--- src/rtl/riscv_pkg.sv ---
// Shared types for the core's memory-side blocks: access sizes, arbiter
// states, port ownership, and the alignment rule used for error checks.
package riscv_pkg;

    // Access size encoding as presented on the load/store port; 2'd3 is illegal.
    typedef enum logic [1:0] {
        MemByte = 2'd0,
        MemHalf = 2'd1,
        MemWord = 2'd2
    } mem_size_e;

    typedef enum logic [1:0] {
        ArbIdle  = 2'd0,
        ArbIssue = 2'd1,
        ArbWait  = 2'd2
    } arb_state_e;

    typedef enum logic {
        OwnFetch = 1'b0,
        OwnData  = 1'b1
    } arb_owner_e;

    // True when the access cannot be performed as a single aligned lane access.
    // The illegal size code is reported here too so callers need one flag only.
    function automatic logic size_misaligned(input logic [1:0] size,
                                             input logic [1:0] offset);
        logic bad;
        bad = 1'b1;
        case (size)
            MemByte: bad = 1'b0;
            MemHalf: bad = offset[0];
            MemWord: bad = (offset != 2'b00);
            default: bad = 1'b1;
        endcase
        return bad;
    endfunction

endpackage

--- src/rtl/mem_lane_align.sv ---
// Byte-lane steering between the 32-bit SRAM word and sub-word accesses:
// store strobes and lane replication, load lane select and extension.
module mem_lane_align
    import riscv_pkg::*;
#(
    parameter int XLEN = 32
) (
    input  logic [1:0]      size,
    input  logic [1:0]      offset,
    input  logic            is_unsigned,
    input  logic [XLEN-1:0] st_data_in,
    output logic [3:0]      st_be,
    output logic [XLEN-1:0] st_data,
    input  logic [XLEN-1:0] ld_raw,
    output logic [XLEN-1:0] ld_data,
    output logic            misaligned
);

    logic [7:0]  ld_byte;
    logic [15:0] ld_half;

    // Each lane carries the right-aligned store chunk that maps onto it, so
    // whichever lanes are strobed see the correct bytes.
    generate
        for (genvar gi = 0; gi < 4; gi++) begin : g_lane
            assign st_data[gi*8 +: 8] =
                (size == MemByte) ? st_data_in[7:0] :
                (size == MemHalf) ? st_data_in[(gi % 2)*8 +: 8] :
                                    st_data_in[gi*8 +: 8];
        end
    endgenerate

    // Byte enables shift with the address offset; illegal size strobes nothing.
    always_comb begin
        st_be = 4'b0000;
        case (size)
            MemByte: st_be = 4'b0001 << offset;
            MemHalf: st_be = 4'b0011 << offset;
            MemWord: st_be = 4'b1111;
            default: st_be = 4'b0000;
        endcase
    end

    assign ld_byte    = ld_raw[{offset, 3'b000} +: 8];
    assign ld_half    = ld_raw[{offset[1], 4'b0000} +: 16];
    assign misaligned = size_misaligned(size, offset);

    // Pick the addressed lane and extend it to the full register width.
    always_comb begin
        ld_data = ld_raw;
        case (size)
            MemByte: ld_data = is_unsigned ? {{(XLEN-8){1'b0}}, ld_byte}
                                           : {{(XLEN-8){ld_byte[7]}}, ld_byte};
            MemHalf: ld_data = is_unsigned ? {{(XLEN-16){1'b0}}, ld_half}
                                           : {{(XLEN-16){ld_half[15]}}, ld_half};
            default: ld_data = ld_raw;
        endcase
    end

endmodule

--- src/rtl/mem_port_arbiter.sv ---
// Shares one single-port SRAM between instruction fetch and load/store.
// One transaction at a time: accept (IDLE), drive SRAM (ISSUE), respond (WAIT).
module mem_port_arbiter
    import riscv_pkg::*;
#(
    parameter  int XLEN       = 32,
    parameter  int MEM_WORDS  = 1024,
    parameter  int MAX_STREAK = 4,
    localparam int AW         = $clog2(MEM_WORDS)
) (
    input  logic            clk_i,
    input  logic            rst_i,
    input  logic            if_req_valid_i,
    output logic            if_req_ready_o,
    input  logic [XLEN-1:0] if_req_addr_i,
    output logic            if_rsp_valid_o,
    output logic [XLEN-1:0] if_rsp_data_o,
    output logic            if_rsp_err_o,
    input  logic            d_req_valid_i,
    output logic            d_req_ready_o,
    input  logic            d_req_we_i,
    input  logic [1:0]      d_req_size_i,
    input  logic            d_req_unsigned_i,
    input  logic [XLEN-1:0] d_req_addr_i,
    input  logic [XLEN-1:0] d_req_wdata_i,
    output logic            d_rsp_valid_o,
    output logic [XLEN-1:0] d_rsp_rdata_o,
    output logic            d_rsp_err_o,
    output logic            mem_en_o,
    output logic            mem_we_o,
    output logic [3:0]      mem_be_o,
    output logic [AW-1:0]   mem_addr_o,
    output logic [XLEN-1:0] mem_wdata_o,
    input  logic [XLEN-1:0] mem_rdata_i
);

    localparam int              SW        = $clog2(MAX_STREAK + 1);
    localparam logic [SW-1:0]   STREAK_MAX = SW'(MAX_STREAK);
    localparam logic [XLEN-1:0] MEM_BYTES = XLEN'(4 * MEM_WORDS);

    arb_state_e      state_reg, state_next;
    logic [SW-1:0]   streak_reg, streak_next;
    arb_owner_e      owner_reg;
    logic            we_reg;
    logic [1:0]      size_reg;
    logic            unsigned_reg;
    logic [XLEN-1:0] addr_reg;
    logic [XLEN-1:0] wdata_reg;

    logic            accept_open;
    logic            streak_full;
    logic            fetch_wins;
    logic            handshake;
    logic            err;
    logic            misaligned;
    logic            issue_access;
    logic            issue_store;
    logic            in_wait;
    logic [3:0]      st_be;
    logic [XLEN-1:0] st_data;
    logic [XLEN-1:0] ld_data;

    // Arbitration: data normally wins, but a waiting fetch is forced through
    // once data has been granted MAX_STREAK times in a row past it.
    assign accept_open    = (state_reg == ArbIdle) && !rst_i;
    assign streak_full    = (streak_reg == STREAK_MAX);
    assign fetch_wins     = if_req_valid_i && (!d_req_valid_i || streak_full);
    assign if_req_ready_o = accept_open && fetch_wins;
    assign d_req_ready_o  = accept_open && d_req_valid_i && !fetch_wins;
    assign handshake      = if_req_ready_o || d_req_ready_o;

    // State and starvation counter registers.
    always_ff @(posedge clk_i) begin
        if (rst_i) begin
            state_reg  <= ArbIdle;
            streak_reg <= '0;
        end else begin
            state_reg  <= state_next;
            streak_reg <= streak_next;
        end
    end

    // Fixed three-step sequence per transaction; no early exits.
    always_comb begin
        state_next = state_reg;
        case (state_reg)
            ArbIdle:  if (handshake) state_next = ArbIssue;
            ArbIssue: state_next = ArbWait;
            ArbWait:  state_next = ArbIdle;
            default:  state_next = ArbIdle;
        endcase
    end

    // Streak counts data grants that bypassed a pending fetch.
    always_comb begin
        streak_next = streak_reg;
        if (if_req_ready_o) begin
            streak_next = '0;
        end else if (d_req_ready_o && if_req_valid_i && !streak_full) begin
            streak_next = streak_reg + 1'b1;
        end
    end

    // Capture the winning request; later input changes are ignored.
    // A fetch is recorded as an unsigned word load so the shared checks apply.
    always_ff @(posedge clk_i) begin
        if (rst_i) begin
            owner_reg    <= OwnFetch;
            we_reg       <= 1'b0;
            size_reg     <= 2'd0;
            unsigned_reg <= 1'b0;
            addr_reg     <= '0;
            wdata_reg    <= '0;
        end else if (if_req_ready_o) begin
            owner_reg    <= OwnFetch;
            we_reg       <= 1'b0;
            size_reg     <= MemWord;
            unsigned_reg <= 1'b1;
            addr_reg     <= if_req_addr_i;
            wdata_reg    <= '0;
        end else if (d_req_ready_o) begin
            owner_reg    <= OwnData;
            we_reg       <= d_req_we_i;
            size_reg     <= d_req_size_i;
            unsigned_reg <= d_req_unsigned_i;
            addr_reg     <= d_req_addr_i;
            wdata_reg    <= d_req_wdata_i;
        end
    end

    mem_lane_align #(
        .XLEN (XLEN)
    ) u_align (
        .size        (size_reg),
        .offset      (addr_reg[1:0]),
        .is_unsigned (unsigned_reg),
        .st_data_in  (wdata_reg),
        .st_be       (st_be),
        .st_data     (st_data),
        .ld_raw      (mem_rdata_i),
        .ld_data     (ld_data),
        .misaligned  (misaligned)
    );

    assign err          = misaligned || (addr_reg >= MEM_BYTES);
    assign issue_access = (state_reg == ArbIssue) && !err;
    assign issue_store  = issue_access && we_reg;
    assign in_wait      = (state_reg == ArbWait);

    // SRAM strobe: only during ISSUE, suppressed entirely for bad accesses.
    always_comb begin
        mem_en_o    = issue_access;
        mem_we_o    = issue_store;
        mem_be_o    = issue_store ? st_be : 4'b0000;
        mem_addr_o  = issue_access ? addr_reg[AW+1:2] : '0;
        mem_wdata_o = issue_store ? st_data : '0;
    end

    // Responses pulse in WAIT for the owner only; errors return zero data.
    always_comb begin
        if_rsp_valid_o = in_wait && (owner_reg == OwnFetch);
        if_rsp_err_o   = if_rsp_valid_o && err;
        if_rsp_data_o  = (if_rsp_valid_o && !err) ? mem_rdata_i : '0;
        d_rsp_valid_o  = in_wait && (owner_reg == OwnData);
        d_rsp_err_o    = d_rsp_valid_o && err;
        d_rsp_rdata_o  = (d_rsp_valid_o && !err && !we_reg) ? ld_data : '0;
    end

endmodule
--- config.mk ---
export PLATFORM = sky130hd
export DESIGN_NAME = mem_port_arbiter
export DESIGN_NICKNAME = d
export VERILOG_FILES = /design/src/rtl/riscv_pkg.sv /design/src/rtl/mem_lane_align.sv /design/src/rtl/mem_port_arbiter.sv
export SDC_FILE = /design/constraint.sdc
export NUM_CORES = 1
export LEC_CHECK = 0
export ABC_AREA = 1
export BUFFER_PORTS_ARGS = -buffer_cell sky130_fd_sc_hd__clkbuf_2
export CAP_MARGIN = 10
export CORE_UTILIZATION = 50
export DETAILED_ROUTE_END_ITERATION = 12
export PLACE_DENSITY = 0.88
export SYNTH_ARGS = -nofsm -noshare
export SYNTH_HDL_FRONTEND = slang
export SYNTH_HIERARCHICAL = 1
export SYNTH_SLANG_ARGS = --single-unit
export TNS_END_PERCENT = 50
--- constraint.sdc ---
create_clock -name clk_i -period 6.35 [get_ports clk_i]
set_input_delay 0.9525 -clock clk_i [delete_from_list [all_inputs] [get_ports clk_i]]
set_output_delay 0.9525 -clock clk_i [all_outputs]
set_load 0.05 [all_outputs]
==> impl_metrics.toml <==
[outcome]
status = "complete, no violations"

[sta]
drv_slew = 0
fin_crit_sh_pct = 67.5
worst_pin_slew_ps = 1060
min_period_ps = 4290
clock_skew_ps = 7.78
rsz0062_at_grt = "no"
hold_violations = 0
setup_tns_ps = 0
finalSetupViolations = 0
fmax_mhz = 233
slew_headroom_pct = 28.9

[final_layout]
multi_input_area_um2 = 3060
diodes = 0
drive_above_1_share_pct = 23.3
stdcell_count = 1400
fin_nets = 1393
fin_util_pct = 64.5
filler_cell_count = 1069
regArea_um2 = 1480
area_delta_synth_final_pct = 23.5

[power_and_ir_drop]
ir_drop_uv = 123
powerDensity_nw_per_um2 = 202
p_leak_nw = 4.35

[clocking]
post_cts_buffers = 0
clock-root-buffer = "clkbuf_16"
cts_tree = "built"
post_cts_resized = 0
clock_sinks = 74
clk_path_buf_depth = 2
clkTransAtPathRegs_ps = 60
ctsHtreeMaxLevel = 3
numCtsBuffers = 9
insertion_delay_ps = 330
hold_buffers = 0

[yosys]
ys_warn_count = 6
synth_area_um2 = 5760
syn_avg_cell_area_um2 = 5.48
yosysSeqAreaShare_pct = 25.7
ys_types = 27
synthCells = 1052
ys_seq_elements = 74
syn-num-nets = 1190

[global_route]
antenna_found_initial = 0
grt_pass1_vias = 5812
grt_start_max_net_pins = 57
track_usage_pct = 28.0
grt-ovfl-total = 0
grt_first_pass_wirelength_um = 26200

[placement]
dp.cells = 1383
gp_congestion = 0.901
dp_hpwl_um = 12500
port_buffers = 253

[floorplanning]
fp.dieH_um = 109
coreArea_um2 = 11000
fp.dieArea_um2 = 12000
start_util_pct = 52.2
ios = 254
fp.dieW_um = 109
rows = 38

[setup_path]
crit_path_cell_trace = "inv_2 > o22ai_1 > nor2_1 > nand2_1 > nor2_1 > nand2_1 > nor2_2 > nand2_1 > nor2_1 > clkbuf_2"
startpoint_type = "flop"
crit_required_ps = 5400
startpoint = "size_reg[1]"
rr_startpoint = "streak_reg[0]"
crit_arrival_ps = 3340
cp_slowest_cell = "dfxtp_2"
worstPathMaxFanout = 56
worstRegToRegCells = 10
end_kind = "output port"
path_class = "reg2out"
max_stage_delay_ps = 1000

[detailed_routing]
wl_per_cell_um = 12.2
drc = 0
ant_nets = 0
num_vias = 6818
first_pass_iters = 5
drt_iter0_markers = 469
wl_um = 17000
drt-vias-per-instance = 4.87

[hold_path]
holdCritStartpoint = "owner_reg"
min_path_cells = 2
min_path_type = "reg2reg"

[flow_run]
maxCapViolations = 0
-- through the flow --
stage	total power, W	hold slack, ps	cell area (um2)	worst slack, ps
global route	0.00153	513	7120	1660
global placement	0.000931	462	6810	2180
detailed placement	0.000938	473	6810	2130
floorplan	0.000846	442	5760	2610
finish	0.00144	483	7120	2060
CTS	0.00144	486	7100	1800
-- worst paths after layout --
kind | end | slack (ps)
worst min-delay path | owner_reg | 480
worst max-delay path | if_rsp_data_o[27] | 2060
worst min register to register | owner_reg | 480
worst max register to register | wdata_reg[6] | 4000
-- routing by layer --
layer	share of wire, %	track usage [%]	up-vias
met4	2.3	9.81	0
li1	-	-	3524
met2	50	51.7	289
met3	7.3	4.15	36
met5	0	0	-
met1	40	32.7	2969
-- final cells by class --
type                            instances  share of cell area [%]
Clock buffer                           10                    3.22
Clock inverter                          6                   0.914
Inverter                              216                    11.4
Multi-Input combinational cell        698                    42.9
Sequential cell                        74                    20.8
Tap cell                              140                    2.46
Timing Repair Buffer                  256                    18.2
-- logic make-up after synthesis --
family | share of synthesized area (%)
buf+inv | 21.3
simple gates | 45.0
fa+ha+maj | 0.434
compound gates | 7.56
flops | 25.7
-- report_power, final --
| part | total (W) | internal [W] | leakage [nW] | switching, W |
|---|---|---|---|---|
| logic | 0.000394 | 0.000144 | 3.60 | 0.000250 |
| registers | 0.000541 | 0.000506 | 0.608 | 0.0000345 |
| clock network | 0.000507 | 0.000305 | 0.143 | 0.000202 |
| total | 0.00144 | 0.000955 | 4.35 | 0.000486 |
-- placed cells by master, fill, tap and decap left out, types with 2 or more instances in the layout --
cell type and count:
a21oi_1 11, clkbuf_2 253, o21ai_0 67, nor2_1 197, nor3_1 4, nand3b_1 20, nand3_1 90, inv_2 5
nand2_2 2, clkinv_2 2, clkbuf_16 9, nand4_4 2, buf_4 2, dfxtp_1 73, o21ai_1 5, ha_1 2
inv_1 210, nor2_2 3, nand2_1 281, nand4_1 2, nand3_2 5, nor2_4 3
-- critical path: cells and delay by family (launching register included) --
family                 cells  cell delay, ps
buffers and inverters      2             590
AO/OA/AOI/OAI              1             250
AND/OR/NAND/NOR            7            1130
flip-flops                 1            1000
-- cells in the mapped netlist (all sizes together) --
master	count	area share, %
nand3	95	8.7
a21oi	11	0.96
inv	216	14
o22ai	1	0.11
buf	52	6.4
o31ai	1	0.13
nand2	284	19
nand3b	20	2.6
nand4	4	0.96
nor3	4	0.35
o21ai	72	6.3
clkbuf	12	0.78
a31oi	1	0.11
dfxtp	74	26
ha	2	0.43
nor2	203	14
Note: power is estimated with default switching activity, not from simulation.
